## config.mk

```make
export PLATFORM = sky130hd
export DESIGN_NAME = multicycle_control
export DESIGN_NICKNAME = d
export VERILOG_FILES = /design/src/rtl/multicycle_control.sv
export SDC_FILE = /design/constraint.sdc
export NUM_CORES = 1
export LEC_CHECK = 0
export CORE_ASPECT_RATIO = 1.1
export CORE_MARGIN = 3
export CORE_UTILIZATION = 33
export DETAILED_ROUTE_END_ITERATION = 12
export PLACE_DENSITY_LB_ADDON = 0.05
export SLEW_MARGIN = 10
export SYNTH_ARGS = -nofsm -noshare
export SYNTH_HDL_FRONTEND = slang
export SYNTH_SLANG_ARGS = --single-unit
```

## constraint.sdc

```tcl
create_clock -name clock -period 2 [get_ports clock]
set_clock_uncertainty 0.1 [all_clocks]
set_input_delay 0.4 -clock clock [delete_from_list [all_inputs] [get_ports clock]]
set_output_delay 0.4 -clock clock [all_outputs]
set_load 0.1 [all_outputs]
```

## src/rtl/multicycle_control.sv

```systemverilog
// rtl/multicycle_control.sv - multi-cycle control FSM for the 16-bit MIPS datapath
// Optional feature macro: BRANCH_EN (beq/bne decode and the BRANCH state).
module multicycle_control #(
  parameter logic [15:0] HALT_WORD = 16'hFFFF
) (
  input  logic        clock,
  input  logic        reset,
  input  logic [15:0] ir,
  input  logic        zero,
  input  logic        mem_ready,
  output logic        mem_req,
  output logic        mem_write,
  output logic        iord,
  output logic        ir_write,
  output logic        pc_write,
  output logic        pc_src,
  output logic        reg_write,
  output logic        reg_dst,
  output logic        mem_to_reg,
  output logic        alu_src_a,
  output logic [1:0]  alu_src_b,
  output logic [3:0]  alu_control,
  output logic        halted,
  output logic        illegal_op,
  output logic [3:0]  state
);

  typedef enum logic [3:0] {
    S_FETCH    = 4'd0,
    S_DECODE   = 4'd1,
    S_EXEC_R   = 4'd2,
    S_EXEC_I   = 4'd3,
    S_MEM_ADDR = 4'd4,
    S_MEM_RD   = 4'd5,
    S_MEM_WR   = 4'd6,
    S_WB       = 4'd7,
    S_BRANCH   = 4'd8,
    S_HALT     = 4'd9
  } state_t;

  localparam logic [3:0] OP_ADD  = 4'b0000;
  localparam logic [3:0] OP_SUB  = 4'b0001;
  localparam logic [3:0] OP_AND  = 4'b0010;
  localparam logic [3:0] OP_OR   = 4'b0011;
  localparam logic [3:0] OP_ADDI = 4'b0100;
  localparam logic [3:0] OP_LW   = 4'b0101;
  localparam logic [3:0] OP_SW   = 4'b0110;
  localparam logic [3:0] OP_SLT  = 4'b0111;
  localparam logic [3:0] OP_BEQ  = 4'b1000;
  localparam logic [3:0] OP_BNE  = 4'b1001;

  localparam logic [3:0] ALU_ADD = 4'b0010;
  localparam logic [3:0] ALU_SUB = 4'b0110;
  localparam logic [3:0] ALU_AND = 4'b0000;
  localparam logic [3:0] ALU_OR  = 4'b0001;
  localparam logic [3:0] ALU_SLT = 4'b0111;

  state_t     state_q, state_d;
  logic [3:0] op;
  logic       is_rtype;
  logic [3:0] r_fn;

  assign op = ir[15:12];

  always_comb begin
    is_rtype = (op == OP_ADD) || (op == OP_SUB) || (op == OP_AND) ||
               (op == OP_OR)  || (op == OP_SLT);
    case (op)
      OP_SUB:  r_fn = ALU_SUB;
      OP_AND:  r_fn = ALU_AND;
      OP_OR:   r_fn = ALU_OR;
      OP_SLT:  r_fn = ALU_SLT;
      default: r_fn = ALU_ADD;
    endcase
  end

  always_ff @(posedge clock) begin
    if (reset) state_q <= S_FETCH;
    else       state_q <= state_d;
  end

  always_comb begin
    state_d     = state_q;
    mem_req     = 1'b0;
    mem_write   = 1'b0;
    iord        = 1'b0;
    ir_write    = 1'b0;
    pc_write    = 1'b0;
    pc_src      = 1'b0;
    reg_write   = 1'b0;
    reg_dst     = 1'b0;
    mem_to_reg  = 1'b0;
    alu_src_a   = 1'b0;
    alu_src_b   = 2'd0;
    alu_control = 4'd0;
    halted      = 1'b0;
    illegal_op  = 1'b0;
    case (state_q)
      S_FETCH: begin
        mem_req     = 1'b1;
        alu_src_b   = 2'd1;
        alu_control = ALU_ADD;
        // IR and PC+2 are committed only on the cycle the read completes
        if (mem_ready) begin
          ir_write = 1'b1;
          pc_write = 1'b1;
          state_d  = S_DECODE;
        end
      end
      S_DECODE: begin
        alu_src_b   = 2'd3;
        alu_control = ALU_ADD;
        if (ir == HALT_WORD)  state_d = S_HALT;
        else if (is_rtype)    state_d = S_EXEC_R;
        else begin
          case (op)
            OP_ADDI:      state_d = S_EXEC_I;
            OP_LW, OP_SW: state_d = S_MEM_ADDR;
`ifdef BRANCH_EN
            OP_BEQ, OP_BNE: state_d = S_BRANCH;
`endif
            default: begin
              illegal_op = 1'b1;
              state_d    = S_FETCH;
            end
          endcase
        end
      end
      S_EXEC_R: begin
        alu_src_a   = 1'b1;
        alu_control = r_fn;
        state_d     = S_WB;
      end
      S_EXEC_I, S_MEM_ADDR: begin
        alu_src_a   = 1'b1;
        alu_src_b   = 2'd2;
        alu_control = ALU_ADD;
        if (state_q == S_EXEC_I) state_d = S_WB;
        else                     state_d = (op == OP_LW) ? S_MEM_RD : S_MEM_WR;
      end
      S_MEM_RD: begin
        mem_req = 1'b1;
        iord    = 1'b1;
        if (mem_ready) state_d = S_WB;
      end
      S_MEM_WR: begin
        mem_req   = 1'b1;
        mem_write = 1'b1;
        iord      = 1'b1;
        if (mem_ready) state_d = S_FETCH;
      end
      S_WB: begin
        reg_write  = 1'b1;
        reg_dst    = is_rtype;
        mem_to_reg = (op == OP_LW);
        state_d    = S_FETCH;
      end
`ifdef BRANCH_EN
      S_BRANCH: begin
        alu_src_a   = 1'b1;
        alu_control = ALU_SUB;
        pc_src      = 1'b1;
        pc_write    = (op == OP_BEQ) ? zero : !zero;
        state_d     = S_FETCH;
      end
`endif
      S_HALT: begin
        halted  = 1'b1;
        state_d = S_HALT;
      end
      default: state_d = S_FETCH;
    endcase
    // Reset abandons any access in flight and silences every strobe that cycle
    if (reset) begin
      mem_req     = 1'b0;
      mem_write   = 1'b0;
      iord        = 1'b0;
      ir_write    = 1'b0;
      pc_write    = 1'b0;
      pc_src      = 1'b0;
      reg_write   = 1'b0;
      reg_dst     = 1'b0;
      mem_to_reg  = 1'b0;
      alu_src_a   = 1'b0;
      alu_src_b   = 2'd0;
      alu_control = 4'd0;
      halted      = 1'b0;
      illegal_op  = 1'b0;
    end
  end

  assign state = reset ? 4'd0 : state_q;

`ifndef BRANCH_EN
  logic unused_zero;
  assign unused_zero = zero;
`endif

endmodule
```

==> results.json, run 1 <==
{
  "initial_core_util_pct": 35.92,
  "fp.dieW_um": 45.73,
  "hpwl_um": 2371,
  "ys_ff_latch": 4,
  "synthesis.area_um2": 573.1,
  "yosys_warnings": 0,
  "first-error": "[ERROR DPL-0033] detailed placement checks failed during check placement.",
  "place_congestion": 0.8272,
  "synth.yosys.seq_area_share_pct": 13.97,
  "pin_count": 42,
  "outcome": "did not finish",
  "place_ws_ns": -0.3855,
  "synthCells": 85,
  "clockBufferDepth": 2,
  "syn_area_per_cell_um2": 6.742,
  "cts_buffers": 3,
  "rows": 15,
  "ys.flop_type": "dfxtp_1",
  "synth_edf_count": 0,
  "synthArstFlopShare_pct": 0,
  "cts_resized": 23,
  "postCtsSetupRepairBufs": 5,
  "cts-root-buf": "clkbuf_4",
  "portBuffers": 38,
  "synth.distinct_cells": 37,
  "hold_buffers": 0,
  "die_h_um": 49.71,
  "cts.sinks": 4,
  "h-tree-depth": 1,
  "stop_stage": "4_1_cts"
}
==> cells by family after synthesis <==
group	Yosys count	share of synthesized area (%)
buffers and inverters	11	9.605
XOR/XNOR	2	3.057
AO/OA/AOI/OAI	17	22.71
multiplexers	1	1.965
other	1	0.6544
AND/OR/NAND/NOR	49	48.04
flip-flops	4	13.97
==> synthesized netlist by cell type, types with 2 or more instances <==
master    instances  area (um^2)
a21oi_1           6        30.03
buf_2             2        10.01
buf_4             3        22.52
clkbuf_1          4        15.01
dfxtp_1           4        80.08
nand2_1           8        30.03
nand2b_1          3        18.77
nand4_1           5        31.28
nor2_1           14        52.55
nor2b_1           5        31.28
nor3_1            2        10.01
nor4_1            3        18.77
o21a_1            2        15.01
==> stage by stage <==
stage                     cell area [um^2]  util [%]  hold WS, ns  cells
after floorplan                      785.8         -       0.4343     86
after global placement                1474     92.39       0.5033    157
after detailed placement              1474     92.39       0.5388    157
==> inputs of run 2 (changes only) <==
--- a/config.mk
+++ b/config.mk
@@ -5,11 +5,10 @@
 export SDC_FILE = /design/constraint.sdc
 export NUM_CORES = 1
 export LEC_CHECK = 0
-export CORE_ASPECT_RATIO = 1.1
-export CORE_MARGIN = 3
-export CORE_UTILIZATION = 33
+export CORE_AREA = 3 3 64 66
 export DETAILED_ROUTE_END_ITERATION = 12
-export PLACE_DENSITY_LB_ADDON = 0.05
+export DIE_AREA = 0 0 67 69
+export PLACE_DENSITY_LB_ADDON = 0.15
 export SLEW_MARGIN = 10
 export SYNTH_ARGS = -nofsm -noshare
 export SYNTH_HDL_FRONTEND = slang
==> run 2 against run 1 <==
Net effect: the flow now finishes, with violations (setup timing); synthesized cell count stayed put; synthesized area unchanged.
==> results.json, run 2 <==
{
  "outcome": "complete, but fails checks",
  "violations": "setup timing",
  "drv_cap": 0,
  "die_h_um": 69,
  "via_per_inst": 4.351,
  "pin_count": 42,
  "cts.sinks": 4,
  "yosys_warnings": 0,
  "grt_usage_pct": 9.808,
  "grt_max_degree": 16,
  "synthMuxAreaShare_pct": 1.965,
  "yosysMostFrequentCell": "nor2_1",
  "leakagePower_nw": 0.6643,
  "crit_slowest_cell": "or3_4",
  "final_cell_area_um2": 1599,
  "crit_chain": "buf_2, or3_4, or2_4, nor3b_4, buf_12",
  "fin_crit_ns": 2.068,
  "drtAntennaViolNets": 0,
  "slowest_delay_ns": 0.39,
  "clkLatencyLatePin_ns": 0.22,
  "cp_data_arrival_time_ns": 1.57,
  "top_register": "state_q",
  "cpLargestDelayFamily": "simple AND/OR/NAND/NOR gates",
  "hold_buffers": 0,
  "layout_setup_ws_ns": -0.06798,
  "hold_violations": 0,
  "place_area_um2": 1513,
  "synth_edf_count": 0,
  "cts-root-buf": "clkbuf_8",
  "wl_per_cell_um": 11.42,
  "start_kind": "primary input",
  "drt_iter0_drc": 42,
  "portBuffers": 38,
  "synth_commonest_cells": "nor2_1, nand2_1, a21oi_1, nand4_1, nor2b_1",
  "min_path_type": "flip-flop to flip-flop",
  "dieArea_um2": 4623,
  "ys.flop_type": "dfxtp_1",
  "cts_tree": "yes",
  "synth_xor_area_share_pct": 3.057,
  "hp-start": "state_q[3]",
  "initial_core_util_pct": 15.77,
  "synth_compound_area_share_pct": 22.71,
  "hpwl_um": 1869,
  "syn_area_per_cell_um2": 6.742,
  "h-tree-depth": 1,
  "place_inst": 188,
  "rows": 22,
  "worstRegToRegCells": 4,
  "yosys.area.top_type": "dfxtp_1",
  "drive_gt1_share_pct": 60.96,
  "fin_crit_sh_pct": 103.4,
  "setup_violations": 3,
  "rsz0062_at_grt": "yes",
  "nNetsFinal": 168,
  "area_delta_synth_final_pct": 179.0,
  "place_congestion": 0.8251,
  "diodes": 0,
  "grt_overflow_total": 0,
  "worstPathMaxFanout": 2,
  "reg2reg_slack_ns": 0.47,
  "required_ns": 1.50,
  "cts_buffers": 3,
  "reg2reg_to": "state_q[0]",
  "largest_register_ffs": 4,
  "endpoint_kind": "output port",
  "p_per_area_nw_per_um2": 1197,
  "synthArstFlopShare_pct": 0,
  "antenna_found_initial": 0,
  "worstReg2RegStart": "state_q[3]",
  "drv_slew": 0,
  "final_common_cell": "buf_4",
  "fmax_mhz": 483.6,
  "synthTopCellsByArea": "dfxtp_1, nor2_1, nand4_1, nor2b_1, a21oi_1",
  "finalNonFillerCells": 194,
  "mostFrequentLayoutCells": "buf_4, buf_12, nor2_1",
  "synth.distinct_cells": 37,
  "synth_adder_area_share_pct": 0,
  "synthesis.area_um2": 573.1,
  "vias": 844,
  "coreArea_um2": 3633,
  "nFillCells": 366,
  "setup.worst_path.class": "primary input to output port",
  "detail_route.first_pass.iterations": 4,
  "synth.yosys.seq_area_share_pct": 13.97,
  "ys_ff_latch": 4,
  "grt_pass1_vias": 851,
  "clockBufferDepth": 2,
  "remaining_drc_errors": 0,
  "yosys.area_share.simple_pct": 48.03,
  "grt_first_pass_wirelength_um": 3608,
  "postRouteWirelength_um": 2216,
  "yosys.area.top_type_share_pct": 13.97,
  "clk_pin_slew_ns": 0.03,
  "synthCells": 85,
  "fp.dieW_um": 67,
  "hold_path_depth": 2,
  "synth_top_family_by_area": "simple AND/OR/NAND/NOR gates",
  "whs_endpoint": "state_q[3]",
  "ir_worst_vdd_mv": 0.3277,
  "reg_top3": "state_q: 4 flops",
  "crit_buf_inv": 2
}
==> run 2: cell counts after synthesis <==
No cell type changed its count.
==> run 2: per-layer routing <==
layer | part of all wire, % | track usage, %
met1 | 40 | 11.23
met2 | 51 | 16.92
met3 | 7.4 | 1.792
met4 | 1.9 | 4.730
met5 | 0 | 0
==> run 2: worst min-delay path: cells and delay by family, from the launching register on <==
family / cells / cell delay, ns
flops: 1 / 0.32
buf+inv: 1 / 0.12
compound gates: 1 / 0.12
==> run 2: power by group <==
part	internal, W	switching, W	leakage [nW]	total (W)
registers	0.000115	0.0000537	0.0341	0.000168
logic	0.000595	0.000979	0.609	0.00157
clock network	0.000128	0.0000425	0.0216	0.000171
==> run 2: area by class of cell <==
cell class              instances  area [um^2]  area share [%]
flip-flops and latches          4        83.83           5.243
well taps                      48        60.06           3.756
clock buffers                   3        41.29           2.582
repair buffers                 66        797.0           49.84
multi-input cells              71        609.3           38.11
inverters                       2        7.507          0.4695
==> run 2: what timing repair did <==
action                     4_1_cts  5_1_grt
buffers inserted                 1        2
resized for setup               17       14
gates cloned                     0        0
setup endpoints to repair       19        9
pin swaps                        6        8
==> run 2: per-stage QoR <==
stage               setup TNS, ns  setup slack (ns)  util, %  total power, W  hold slack [ns]
finish                    -0.1254          -0.06798    44.01        0.001914           0.4993
global route              -0.4319           -0.1162    44.01        0.001997           0.5186
CTS                       -0.1640          -0.09642    43.08        0.001919           0.5320
detailed placement         -4.035           -0.3584    41.63        0.001735           0.5237
global placement           -4.042           -0.3784    41.63        0.001731           0.5160
floorplan                  -1.418           -0.4114        -        0.001267           0.4343
==> run 2: logic make-up after synthesis <==
kind of cell    count (synthesis)
simple gates                   49
xor+xnor                        2
other cells                     1
compound gates                 17
buf+inv                        11
mux                             1
flops                           4
==> run 2: worst max-delay path by stage <==
stage | startpoint | end | slack (ns) | depth (start not counted)
global placement | reset | illegal_op | -0.38 | 5
floorplan | state_q[3] | illegal_op | -0.41 | 3
global route | state_q[2] | illegal_op | -0.12 | 4
detailed placement | reset | illegal_op | -0.36 | 5
finish | reset | illegal_op | -0.07 | 5
CTS | state_q[2] | illegal_op | -0.1 | 4
Power figures use the tool's default switching activity.
